### src/rtl/hazard_scoreboard.sv
// Decode-stage issue controller: pending-write scoreboard, RAW/saturation stall, redirect flush
// and halt drain. Define SB_STATS_EN to add stall/flush event counters.
module hazard_scoreboard #(
    parameter int unsigned NREG         = 8,
    parameter int unsigned CNT_W        = 2,
    parameter int unsigned FLUSH_CYCLES = 2
) (
    input  logic                    i_clk,
    input  logic                    i_rst_n,
    input  logic                    i_dec_valid,
    input  logic [$clog2(NREG)-1:0] i_dec_rs1,
    input  logic                    i_dec_use1,
    input  logic [$clog2(NREG)-1:0] i_dec_rs2,
    input  logic                    i_dec_use2,
    input  logic                    i_dec_wen,
    input  logic [$clog2(NREG)-1:0] i_dec_wreg,
    input  logic                    i_dec_halt,
    input  logic                    i_ex_redirect,
    input  logic                    i_wb_en,
    input  logic [$clog2(NREG)-1:0] i_wb_reg,
    output logic                    o_issue,
    output logic                    o_stall,
    output logic                    o_flush,
    output logic [NREG-1:0]         o_busy_mask,
    output logic                    o_halt_done,
`ifdef SB_STATS_EN
    output logic [15:0]             o_stall_count,
    output logic [15:0]             o_flush_count,
`endif
    output logic                    o_sb_err
);

    localparam int unsigned RW = $clog2(NREG);
    localparam logic [CNT_W-1:0] CNT_MAX = {CNT_W{1'b1}};
    localparam logic [2:0] FLUSH_INIT = 3'(FLUSH_CYCLES - 1);

    typedef enum logic [1:0] {StRun, StFlush, StDrain, StHalted} state_e;

    // A single-cycle flush needs no FLUSH state: the redirect cycle itself is the flush.
    localparam state_e REDIR_ST = (FLUSH_CYCLES > 1) ? StFlush : StRun;

    state_e           r_state;
    logic [2:0]       r_flush_cnt;
    logic [CNT_W-1:0] r_cnt [NREG];
    logic [NREG-1:0]  r_busy_mask;
    logic             r_halt_done;
    logic             r_sb_err;

    logic             w_hazard;
    logic             w_redirect;
    logic             w_flush;
    logic             w_stall;
    logic             w_issue;
    logic             w_pending;
    logic             w_err_set;
    logic [NREG-1:0]  w_inc;
    logic [NREG-1:0]  w_dec;
    logic [NREG-1:0]  w_busy_d;
    logic [CNT_W-1:0] w_cnt_d [NREG];

    // No forwarding: a source stays blocked through its own writeback cycle.
    assign w_hazard = (i_dec_use1 && (r_cnt[i_dec_rs1] != '0))
                    | (i_dec_use2 && (r_cnt[i_dec_rs2] != '0))
                    | (i_dec_wen  && (r_cnt[i_dec_wreg] == CNT_MAX));

    assign w_redirect = i_ex_redirect && (r_state != StHalted);
    assign w_flush    = w_redirect || (r_state == StFlush);
    assign w_issue    = i_dec_valid && !w_hazard && !w_flush && (r_state == StRun);

    always_comb begin
        w_stall = 1'b0;
        unique case (r_state)
            StRun:    w_stall = i_dec_valid && w_hazard && !w_flush;
            StFlush:  w_stall = 1'b0;
            StDrain:  w_stall = !w_flush;  // an older redirect abandons the halt
            StHalted: w_stall = 1'b1;
            default:  w_stall = 1'b0;
        endcase
    end

    always_comb begin
        w_err_set = 1'b0;
        w_pending = 1'b0;
        for (int i = 0; i < NREG; i++) begin
            w_inc[i]   = w_issue && i_dec_wen && (i_dec_wreg == RW'(i));
            w_dec[i]   = i_wb_en && (i_wb_reg == RW'(i));
            w_cnt_d[i] = r_cnt[i];
            if (w_inc[i] && !w_dec[i]) begin
                w_cnt_d[i] = r_cnt[i] + 1'b1;
            end else if (w_dec[i] && !w_inc[i]) begin
                if (r_cnt[i] == '0) w_err_set = 1'b1;
                else                w_cnt_d[i] = r_cnt[i] - 1'b1;
            end
            w_busy_d[i] = (w_cnt_d[i] != '0);
            w_pending   = w_pending | (r_cnt[i] != '0);
        end
    end

    always_ff @(posedge i_clk or negedge i_rst_n) begin
        if (!i_rst_n) begin
            r_state     <= StRun;
            r_flush_cnt <= '0;
            r_busy_mask <= '0;
            r_halt_done <= 1'b0;
            r_sb_err    <= 1'b0;
            for (int i = 0; i < NREG; i++) r_cnt[i] <= '0;
        end else begin
            for (int i = 0; i < NREG; i++) r_cnt[i] <= w_cnt_d[i];
            r_busy_mask <= w_busy_d;
            r_sb_err    <= r_sb_err | w_err_set;
            unique case (r_state)
                StRun: begin
                    if (w_redirect) begin
                        r_state     <= REDIR_ST;
                        r_flush_cnt <= FLUSH_INIT;
                    end else if (w_issue && i_dec_halt) begin
                        r_state <= StDrain;
                    end
                end
                StFlush: begin
                    if (w_redirect) begin
                        r_state     <= REDIR_ST;
                        r_flush_cnt <= FLUSH_INIT;
                    end else if (r_flush_cnt <= 3'd1) begin
                        r_state     <= StRun;
                        r_flush_cnt <= '0;
                    end else begin
                        r_flush_cnt <= r_flush_cnt - 3'd1;
                    end
                end
                StDrain: begin
                    if (w_redirect) begin
                        r_state     <= REDIR_ST;
                        r_flush_cnt <= FLUSH_INIT;
                    end else if (!w_pending) begin
                        r_state     <= StHalted;
                        r_halt_done <= 1'b1;
                    end
                end
                StHalted: r_state <= StHalted;
                default:  r_state <= StRun;
            endcase
        end
    end

`ifdef SB_STATS_EN
    logic [15:0] r_stall_count;
    logic [15:0] r_flush_count;

    always_ff @(posedge i_clk or negedge i_rst_n) begin
        if (!i_rst_n) begin
            r_stall_count <= '0;
            r_flush_count <= '0;
        end else begin
            if (w_stall && (r_state == StRun) && (r_stall_count != 16'hFFFF)) begin
                r_stall_count <= r_stall_count + 16'd1;
            end
            if (w_flush && (r_flush_count != 16'hFFFF)) begin
                r_flush_count <= r_flush_count + 16'd1;
            end
        end
    end

    assign o_stall_count = r_stall_count;
    assign o_flush_count = r_flush_count;
`endif

    assign o_issue     = w_issue;
    assign o_stall     = w_stall;
    assign o_flush     = w_flush;
    assign o_busy_mask = r_busy_mask;
    assign o_halt_done = r_halt_done;
    assign o_sb_err    = r_sb_err;

endmodule

### config.mk
export PLATFORM = sky130hd
export DESIGN_NAME = hazard_scoreboard
export DESIGN_NICKNAME = d
export VERILOG_FILES = /design/src/rtl/hazard_scoreboard.sv
export SDC_FILE = /design/constraint.sdc
export NUM_CORES = 1
export LEC_CHECK = 0
export CORE_ASPECT_RATIO = 0.7
export CORE_MARGIN = 3
export CORE_UTILIZATION = 45
export CTS_CLUSTER_DIAMETER = 100
export DETAILED_ROUTE_END_ITERATION = 8
export PLACE_DENSITY = 0.68
export RECOVER_POWER = 50
export SYNTH_ARGS = -nofsm -noshare
export SYNTH_HDL_FRONTEND = slang
export SYNTH_SLANG_ARGS = --single-unit
### constraint.sdc
create_clock -name i_clk -period 2.73 [get_ports i_clk]
set_input_delay 0.546 -clock i_clk [delete_from_list [all_inputs] [get_ports i_clk]]
set_output_delay 0.546 -clock i_clk [all_outputs]
set_load 0.02 [all_outputs]
==> results.ini <==
[setup_path]
end_kind = primary output
critPathSlowestCell = mux4_2
cp-start-kind = input pin
critPathMaxStageDelay_ns = 0.53
worstSetupPathType = in -> out
arrival_ns = 2.11
crit_top_cell = nand2_2
cp_data_required_time_ns = 2.18
crit_chain = clkdlybuf4s50_1, mux4_2, nand2_2, nand2_2, buf_4, nor2_4, buf_6
path_max_fanout = 2
ff2ff_path_depth = 10

[pwr]
combPwrFrac_pct = 44.2
power.internal_mw = 1.29
swShare_pct = 38.4
p_switching_uw = 805
p_per_area_nw_per_um2 = 585
ir_worst_vdd_uv = 353
finalPower_mw = 2.10
leakagePower_nw = 1.62
seqPwrFrac_pct = 32.9
power_frac_clock_pct = 22.9

[flow_run]
drv_cap = 1

[final_layout]
drive_gt1_share_pct = 30.5
fill_cells = 373
syn_to_final_growth_pct = 45.4
instances_no_fill = 449
final_common_cell = buf_4
diodes = 0
nets = 425
mostFrequentLayoutCells = 57 x buf_4, 35 x nor2_1, 32 x inv_1, 29 x dfrtp_1, 25 x ha_1

[timing]
max_slew_margin_pct = -13.8
slew_viol_final = 32
fmax_mhz = 377
final-setup-viol-count = 0
rsz0062_at_grt = false
worst_pin_slew_ns = 1.71
fin_crit_ns = 2.65
finalCritPeriodShare_pct = 97.3
hold_viol_final = 0
finalClockSkew_ns = 0.00888

[logic_synthesis]
syn_nets = 330
synth_area_leaders = dfrtp_1 31%, ha_1 13%, nor2_1 6.1%
yosys.area.top_type = dfrtp_1
synthCells = 284
ys_async_sr_fraction_pct = 100
syn_avg_cell_area_sq_um = 8.69
synth_area_sq_um = 2470
synth-edff-count = 0
ys.flop_type = dfrtp_1
synth.ff_latch_count = 31
synth-seq-area-share_pct = 31.4
synth_cell_types = 52
synth_warnings = 0
synth_top_area_share_pct = 31.4

[cts]
cts_tree = done
cts_buffers = 5
htreeDepth = 2
clockBufferDepth = 2
cts_sinks = 31
clk_pin_slew_ns = 0.06
clock_latency_ns = 0.29
cts-root-buf = clkbuf_8
cts.hold.buffers_added = 0

[grt]
grt_use_total_pct = 22.4
grt_pass1_wl_microns = 11100
grt_max_degree = 32
grt-ovfl-total = 0
antenna_found_initial = 0
grt_pass1_vias = 2235

[floorplan]
start_util_pct = 49.2
io_pins = 34
die_h_microns = 68.0
coreArea_sq_um = 5020
dieArea_sq_um = 6420
fp-row-count = 21
fp.dieW_microns = 94.5

[placed_design]
port_buffers = 33
hpwl_microns = 5410
gp_congestion = 0.944
dp_cells = 438

[routing]
wirelength_microns = 7110
post-route-drc-count = 0
detailroute.via_count = 2500
via_per_inst = 5.57
drtPass1Iterations = 4
drtAntennaViolNets = 0
drt-initial-drc-count = 119
wl_per_cell_microns = 15.8

[run_status]
violations = max-capacitance violations, max-slew violations
status = finished with violations

[hold_path]
hold_depth = 1
holdCritPathClass = reg -> reg

-- synth_stat cells, types with 5 or more instances --
master and count:
a21oi_1 6, nand2_1 19, dfrtp_1 31, o2bb2ai_1 10, nand3_1 8, or3_1 6, ha_1 25, o21ai_0 6
inv_1 32, nor3_1 9, nand4_1 6, o22ai_1 9, nor2_1 40, nor4b_1 5
-- flip-flops by register name (all words and copies together), names as in the netlist --
name and flops:
o_sb_err 1, r_cnt 16, o_busy_mask 8, o_halt_done 1, r_flush_cnt 3, r_state 2
-- what timing repair did --
item / in CTS / in global routing
pin swaps: 4 / 8
setup buffers: 1 / 1
cloned: 1 / 0
endpoints found under the setup margin: 23 / 23
resized for setup: 30 / 41
-- critical path: cells and delay by family --
family | cells | cell delay, ns
simple gates | 3 | 0.26
buf+inv | 3 | 0.78
mux | 1 | 0.53
-- power groups by stage --
| stage | Clock (mW) | Sequential, mW | Combinational, mW |
|---|---|---|---|
| 2_1_floorplan | 0 | 0.711 | 0.392 |
| 6_report | 0.480 | 0.691 | 0.929 |
| 5_1_grt | 0.500 | 0.698 | 1.02 |
| 4_1_cts | 0.483 | 0.673 | 0.882 |
| 3_5_place_dp | 0 | 0.676 | 0.855 |
| 3_3_place_gp | 0 | 0.680 | 0.829 |
-- through the flow --
stage | worst slack [ns] | setup TNS [ns] | instance area [sq um] | hold WS [ns] | util, %
CTS | 0.00142 | 0 | 3450 | 0.482 | 68.8
global route | 0.00299 | 0 | 3590 | 0.504 | 71.5
detailed placement | -0.773 | -12.23 | 3280 | 0.466 | 65.4
finish | 0.0751 | 0 | 3590 | 0.474 | 71.5
global placement | -0.760 | -11.56 | 3280 | 0.451 | 65.4
floorplan | 0.0984 | 0 | 2470 | 0.250 | -
-- routing by layer --
metal  part of all wire, %  vias up  track usage (%)
met2                    40      101             32.0
met4                  0.82        0             5.22
met5                     0        -                0
met3                   7.6        6             3.63
li1                      -     1219                -
met1                    51     1174             34.9
-- cell families (layout without fill, tap and decap cells) --
kind of cell | after synthesis | count (layout) | share of synthesized area, %
and+or+nand+nor | 127 | 127 | 28.1
AOI/OAI and AO/OA | 55 | 55 | 17.8
buffers and inverters | 36 | 132 | 5.78
DFF | 31 | 31 | 31.4
adders and majority gates | 25 | 25 | 12.7
xor gates and xnor gates | 8 | 8 | 2.84
muxes | 2 | 2 | 1.37
-- cell type report --
type	instances	area (sq um)	share of cell area (%)
clock buffer	6	82.6	2.30
clock inverter	2	35.0	0.976
inverter	32	120	3.35
multi-input combinational	217	1730	48.2
sequential	31	778	21.7
tap	69	86.3	2.41
timing repair buffer	92	756	21.1
-- path summary, 6_finish.rpt --
| kind | start | to | slack [ns] |
|---|---|---|---|
| setup / recovery | i_dec_wreg[2] | o_issue | 0.08 |
| hold / removal | o_halt_done$_DFFE_PN0P_ | o_halt_done$_DFFE_PN0P_ | 0.47 |
| setup reg to reg | r_cnt[6]$_DFF_PN0_ | o_busy_mask[3]$_DFF_PN0_ | 0.11 |
| hold reg to reg | o_halt_done$_DFFE_PN0P_ | o_halt_done$_DFFE_PN0P_ | 0.47 |
| max in group asynchronous | i_rst_n | r_cnt[9]$_DFF_PN0_ | 0.38 |
| min in group asynchronous | i_rst_n | r_cnt[14]$_DFF_PN0_ | 1.23 |
No activity file was read; power rests on OpenSTA's default activity.
